File: src/rtl/binarization_pkg.sv
// Shared types and constants for the adaptive binarization threshold controller.
package binarization_pkg;

  typedef enum logic [1:0] {
    StIdle,
    StAccum,
    StDivide,
    StUpdate
  } state_e;

  localparam int unsigned SUM_W      = 25;
  localparam int unsigned CNT_W      = 17;
  localparam int unsigned GRAY_WR    = 5;
  localparam int unsigned GRAY_WG    = 9;
  localparam int unsigned GRAY_WB    = 2;
  localparam int unsigned GRAY_SHIFT = 4;

  // Each weighted term is truncated on its own before summing.
  function automatic logic [7:0] rgb_to_gray(input logic [23:0] px);
    logic [11:0] r_term;
    logic [11:0] g_term;
    logic [11:0] b_term;
    r_term = 12'(32'(px[23:16]) * GRAY_WR) >> GRAY_SHIFT;
    g_term = 12'(32'(px[15:8]) * GRAY_WG) >> GRAY_SHIFT;
    b_term = 12'(32'(px[7:0]) * GRAY_WB) >> GRAY_SHIFT;
    return 8'(r_term + g_term + b_term);
  endfunction

endpackage

File: src/rtl/seq_divider.sv
// Restoring divider: one quotient bit per cycle, done asserted during the final step.
module seq_divider
  import binarization_pkg::*;
(
  input  logic             clk,
  input  logic             rst,
  input  logic             start,
  input  logic [SUM_W-1:0] dividend,
  input  logic [CNT_W-1:0] divisor,
  output logic [SUM_W-1:0] quotient,
  output logic             done
);

  localparam int unsigned STEP_W = $clog2(SUM_W + 1);

  logic [SUM_W-1:0]  quo_q, quo_d;
  logic [CNT_W-1:0]  rem_q, rem_d;
  logic [STEP_W-1:0] step_q, step_d;
  logic [CNT_W:0]    rem_shift;
  logic [CNT_W:0]    diff;

  always_comb begin
    rem_shift = {rem_q, quo_q[SUM_W-1]};
    diff      = rem_shift - {1'b0, divisor};
    quo_d     = quo_q;
    rem_d     = rem_q;
    step_d    = step_q;
    if (start) begin
      quo_d  = dividend;
      rem_d  = '0;
      step_d = STEP_W'(SUM_W);
    end else if (step_q != '0) begin
      step_d = step_q - STEP_W'(1);
      if (rem_shift >= {1'b0, divisor}) begin
        rem_d = diff[CNT_W-1:0];
        quo_d = {quo_q[SUM_W-2:0], 1'b1};
      end else begin
        rem_d = rem_shift[CNT_W-1:0];
        quo_d = {quo_q[SUM_W-2:0], 1'b0};
      end
    end
  end

  always_ff @(posedge clk) begin
    if (rst) begin
      quo_q  <= '0;
      rem_q  <= '0;
      step_q <= '0;
    end else begin
      quo_q  <= quo_d;
      rem_q  <= rem_d;
      step_q <= step_d;
    end
  end

  assign quotient = quo_q;
  assign done     = (step_q == STEP_W'(1));

endmodule

File: src/rtl/binarization_thresh_ctrl.sv
// Frame-mean adaptive threshold: accumulate gray over a full frame, divide, bias, clamp.
module binarization_thresh_ctrl
  import binarization_pkg::*;
#(
  parameter int unsigned IMG_WIDTH  = 320,
  parameter int unsigned IMG_HEIGHT = 240,
  parameter int unsigned THRESHOLD  = 128,
  parameter int          OFFSET     = 0
) (
  input  logic        pclk,
  input  logic        rst,
  input  logic [11:0] h_cnt,
  input  logic [10:0] v_cnt,
  input  logic [23:0] rgb,
  input  logic        adaptive_en,
  input  logic [7:0]  manual_thresh,
  output logic [7:0]  thresh_out,
  output logic        thresh_valid,
  output logic        busy
);

  localparam int unsigned FRAME_PIX = IMG_WIDTH * IMG_HEIGHT;
  localparam logic signed [SUM_W+1:0] OFFSET_EXT = (SUM_W + 2)'(OFFSET);

  state_e           state_q, state_d;
  logic [SUM_W-1:0] sum_q, sum_d;
  logic [CNT_W-1:0] cnt_q, cnt_d;
  logic             div_start;
  logic             div_done;
  logic [SUM_W-1:0] div_quotient;
  logic [7:0]       gray;
  logic             active, fs, fe;
  logic signed [SUM_W+1:0] biased;
  logic [7:0]       new_thresh;

  assign gray   = rgb_to_gray(rgb);
  assign active = (32'(h_cnt) < IMG_WIDTH) && (32'(v_cnt) < IMG_HEIGHT);
  assign fs     = (h_cnt == '0) && (v_cnt == '0);
  assign fe     = (h_cnt == '0) && (32'(v_cnt) == IMG_HEIGHT);

  always_comb begin
    state_d   = state_q;
    sum_d     = sum_q;
    cnt_d     = cnt_q;
    div_start = 1'b0;
    unique case (state_q)
      StIdle: begin
        if (fs) begin
          state_d = StAccum;
          sum_d   = SUM_W'(gray);
          cnt_d   = CNT_W'(1);
        end
      end
      StAccum: begin
        if (fs) begin
          sum_d = SUM_W'(gray);
          cnt_d = CNT_W'(1);
        end else if (fe) begin
          // A frame missing any active pixel is discarded rather than averaged.
          if (cnt_q == CNT_W'(FRAME_PIX)) begin
            state_d   = StDivide;
            div_start = 1'b1;
          end else begin
            state_d = StIdle;
          end
        end else if (active) begin
          sum_d = sum_q + SUM_W'(gray);
          cnt_d = cnt_q + CNT_W'(1);
        end
      end
      StDivide: begin
        if (div_done) state_d = StUpdate;
      end
      StUpdate: state_d = StIdle;
      default:  state_d = StIdle;
    endcase
  end

  seq_divider u_seq_divider (
    .clk      (pclk),
    .rst      (rst),
    .start    (div_start),
    .dividend (sum_q),
    .divisor  (CNT_W'(FRAME_PIX)),
    .quotient (div_quotient),
    .done     (div_done)
  );

  always_comb begin
    biased = $signed({2'b00, div_quotient}) + OFFSET_EXT;
    if (biased < 0) begin
      new_thresh = 8'd0;
    end else if (biased > 255) begin
      new_thresh = 8'd255;
    end else begin
      new_thresh = biased[7:0];
    end
  end

  always_ff @(posedge pclk) begin
    if (rst) begin
      state_q      <= StIdle;
      sum_q        <= '0;
      cnt_q        <= '0;
      thresh_out   <= 8'(THRESHOLD);
      thresh_valid <= 1'b0;
    end else begin
      state_q      <= state_d;
      sum_q        <= sum_d;
      cnt_q        <= cnt_d;
      thresh_valid <= 1'b0;
      if (!adaptive_en) begin
        thresh_out <= manual_thresh;
      end else if (state_q == StUpdate) begin
        thresh_out   <= new_thresh;
        thresh_valid <= 1'b1;
      end
    end
  end

  assign busy = (state_q == StDivide) || (state_q == StUpdate);

endmodule

File: config.mk
export PLATFORM = sky130hd
export DESIGN_NAME = binarization_thresh_ctrl
export DESIGN_NICKNAME = d
export VERILOG_FILES = /design/src/rtl/binarization_pkg.sv /design/src/rtl/seq_divider.sv /design/src/rtl/binarization_thresh_ctrl.sv
export SDC_FILE = /design/constraint.sdc
export NUM_CORES = 1
export LEC_CHECK = 0
export ABC_CLOCK_PERIOD_IN_PS = 6550
export BUFFER_PORTS_ARGS = -buffer_cell sky130_fd_sc_hd__buf_4
export CAP_MARGIN = 20
export CORE_UTILIZATION = 47
export CTS_BUF_LIST = sky130_fd_sc_hd__clkbuf_8
export CTS_CLUSTER_SIZE = 25
export DETAILED_ROUTE_END_ITERATION = 8
export PLACE_DENSITY = 0.66
export SYNTH_ARGS = -nofsm -noshare
export SYNTH_HDL_FRONTEND = slang
export SYNTH_SLANG_ARGS = --single-unit
File: constraint.sdc
create_clock -name pclk -period 6.55 [get_ports pclk]
set_input_delay 1.31 -clock pclk [delete_from_list [all_inputs] [get_ports pclk]]
set_output_delay 1.31 -clock pclk [all_outputs]
set_load 0.01 [all_outputs]
==> impl_metrics.json <==
{
  "critical_path_required_ps": 6870,
  "slowest_stage": "or4_1",
  "synthCells": 711,
  "grt_util_all_layers": 0.212,
  "antenna_found_initial": 0,
  "cts.path.max_buffers": 2,
  "place.gp.congestion": 0.791,
  "via_per_inst": 5.59,
  "vdd_drop_max_mv": 0.155,
  "outcome": "finished, final reports clean",
  "hold_ws_ps": 458,
  "fin_skew_ps": 8.14,
  "worstSetupStartpointType": "input port",
  "clkTransAtPathRegs_ps": 90,
  "diodes": 0,
  "grt_pass1_vias": 4828,
  "rsz0062_at_grt": "no",
  "crit_buf_inv": 2,
  "grt_pass1_wl_um": 22400,
  "dr_total_vias": 5218,
  "ys_seq_area_frac": 0.332,
  "wl_um": 13100,
  "async_flop_share": 0,
  "seqCellArea_mm2": 0.00200,
  "synth_area_mm2": 0.00603,
  "wl_met2_um": 5960,
  "slew_headroom": 0.274,
  "cts.sinks": 100,
  "wl_met3_um": 518,
  "fin_nets": 867,
  "synth.distinct_cells": 61,
  "die_x_um": 115,
  "tns_ps": 0,
  "synth-edff-count": 0,
  "multi_input_area_mm2": 0.00373,
  "cellLeakagePower_nw": 2.72,
  "crit_path_max_fanout": 7,
  "fin_util": 0.542,
  "timing.fmax_ghz": 0.163,
  "crit_path_cell_trace": "buf_4, ha_1, ha_1, a41o_1, a21oi_1, o21bai_1, a21o_1, xnor2_1, fa_1, inv_1, ha_1, o21a_1, o31a_1, or4_1, nand3_1, xnor2_1, ha_1, nand3_1, o31ai_1, o21ai_1, or4_1, nand2_1",
  "cpPeakStageDelay_ps": 530,
  "cts-htree-levels": 3,
  "postCtsHoldBufs": 0,
  "synthToLayoutAreaGrowth_pct": 13.0,
  "dieArea_mm2": 0.0133,
  "grt_max_degree": 55,
  "fp-row-count": 41,
  "final_antenna_net_count": 0,
  "synth-simple-area-share": 0.206,
  "drt-initial-drc-count": 286,
  "synth_fp_nets": 819,
  "num-fill-cells": 1185,
  "layout-drive-gt1-share": 0.130,
  "synth_compound_area_frac": 0.187,
  "syn_area_per_cell_um2": 8.48,
  "clock_tree.root_cell": "clkbuf_8",
  "end_kind": "flip-flop",
  "ys.flop_type": "dfxtp_1",
  "slew_violations": 0,
  "finalSetupViolCount": 0,
  "tightest_slew_ps": 1080,
  "yosys_warnings": 0,
  "synth_top_family_by_area": "simple AND/OR/NAND/NOR gates",
  "ys_ff_latch": 100,
  "num_io_pins": 68,
  "core_area_mm2": 0.0126,
  "drc": 0,
  "start_util": 0.480,
  "synthMuxAreaShare": 0.0432,
  "cts_buffers": 9,
  "crit_family": "adder cells",
  "cpMostUsedCell": "ha_1",
  "grt-ovfl-total": 0,
  "cp_data_arrival_time_ps": 6460,
  "cts_tree": "yes",
  "io_buffers": 64,
  "period_share": 0.936,
  "highest_layer": "met4",
  "synth_fa_ha_area_frac": 0.115,
  "min_period_ps": 6130,
  "dp_hpwl_um": 9810,
  "path_class": "input port to flip-flop",
  "powerDensity_mw_per_mm2": 259,
  "wl_met1_um": 6340,
  "hold_viol": 0,
  "hold_path_class": "flip-flop to flip-flop",
  "wire_per_inst_um": 14.1,
  "first_pass_iters": 5,
  "insertion_delay_ps": 370,
  "fp.dieH_um": 115,
  "synth_xor_area_frac": 0.0654,
  "maxCapViolCount": 0
}
layer usage:
metal,vias up,track usage
li1,2645,-
met1,2452,0.278
met5,-,0
met3,22,0.0511
met2,99,0.341
met4,0,0.0753
worst reg2reg max path, cell delays in order, from the launching register on:
cell	delay, ps
dfxtp_1	360
inv_1	70
ha_1	140
nor4bb_1	350
nand3_1	120
nor4_1	460
nand2_1	100
buf_4	290
nand2b_1	600
nor2_1	130
area by class of cell:
class | count | area share
multi-input cells | 535 | 0.547
flip-flops and latches | 100 | 0.294
repair buffers | 70 | 0.0800
well taps | 172 | 0.0316
inverters | 43 | 0.0237
clock buffers | 10 | 0.0202
clock inverters | 3 | 0.00367
where the power goes:
part | internal, mW | total, mW | switching, mW | leakage, nW
sequential | 0.638 | 0.665 | 0.0271 | 0.809
clock | 0.144 | 0.351 | 0.207 | 0.0807
combinational | 0.318 | 0.746 | 0.428 | 1.83
cell usage in the layout (no fill, tap or decap), types with 23 or more instances in the layout:
cell,count
a211oi_1,36
a21oi_1,43
buf_4,69
dfxtp_1,100
ha_1,41
inv_1,43
mux2i_1,26
nand2_1,61
nand3_1,23
nor2_1,83
xnor2_1,29
registers in the layout, summed over array words and instances (netlist names), named ones only:
name                    count
u_seq_divider.rem_q        17
sum_q                      25
u_seq_divider.step_q        5
thresh_out                  8
state_q                     1
u_seq_divider.quotient     25
cnt_q                      17
thresh_valid                1
timing repair:
item	4_1_cts	5_1_grt
setup endpoints to repair	0	1
setup buffers	0	0
hold endpoints to repair	0	0
resized for setup	0	1
synthesized netlist by cell type (all sizes together) (2+ instances only):
library cell,number,area (um2)
fa,9,180
a221oi,2,17.5
nor4b,2,17.5
a31oi,5,31.3
or4,13,101
and3,3,18.8
nand2b,3,18.8
a22oi,2,15.0
nor4bb,2,20.0
o311a,2,20.0
dfxtp,100,2000
and2,4,25.0
o22ai,2,12.5
o21bai,3,22.5
a21oi,43,215
a2111oi,2,55.1
o2111ai,3,26.3
nand4,10,68.8
nor4,10,75.1
o211ai,7,52.6
a311oi,3,26.3
ha,41,513
clkbuf,26,97.6
nand3b,2,15.0
o31a,2,17.5
xor2,16,140
nor2,85,324
o21ai,23,115
a211oi,40,320
a21o,7,52.6
inv,43,161
xnor2,29,254
mux2i,26,260
o221ai,4,35.0
buf,7,47.5
o31ai,3,22.5
nor2b,6,37.5
nor3,15,75.1
nand4b,2,17.5
or2,2,12.5
or3,7,43.8
nand2,62,233
nand3,23,115
logic make-up after synthesis:
kind of cell               Yosys count
and+or+nand+nor                    254
AOI/OAI and AO/OA                  160
DFF                                100
buffers and inverters               76
adders and majority gates           50
xor gates and xnor gates            45
muxes                               26
path summary, 6_finish.rpt:
check	startpoint	end	slack [ps]	cells after the start
max reg2reg	cnt_q[0]$_SDFFE_PP0P_	u_seq_divider.step_q[2]$_SDFFE_PP0P_	3780	9
max	rgb[18]	sum_q[19]$_SDFFE_PP0P_	420	22
min	u_seq_divider.rem_q[0]$_SDFFE_PP0P_	u_seq_divider.rem_q[0]$_SDFFE_PP0P_	460	2
min reg2reg	u_seq_divider.rem_q[0]$_SDFFE_PP0P_	u_seq_divider.rem_q[0]$_SDFFE_PP0P_	460	2
stage by stage:
step	cells	setup slack [ps]	total power, mW	area, um2
after global placement	919	106	1.40	6620
after floorplan	711	525	1.27	6030
after detailed placement	919	18.0	1.42	6620
final	933	419	1.76	6820
after global routing	933	49.7	1.90	6820
after CTS	932	414	1.78	6790
Power figures use the tool's default switching activity.
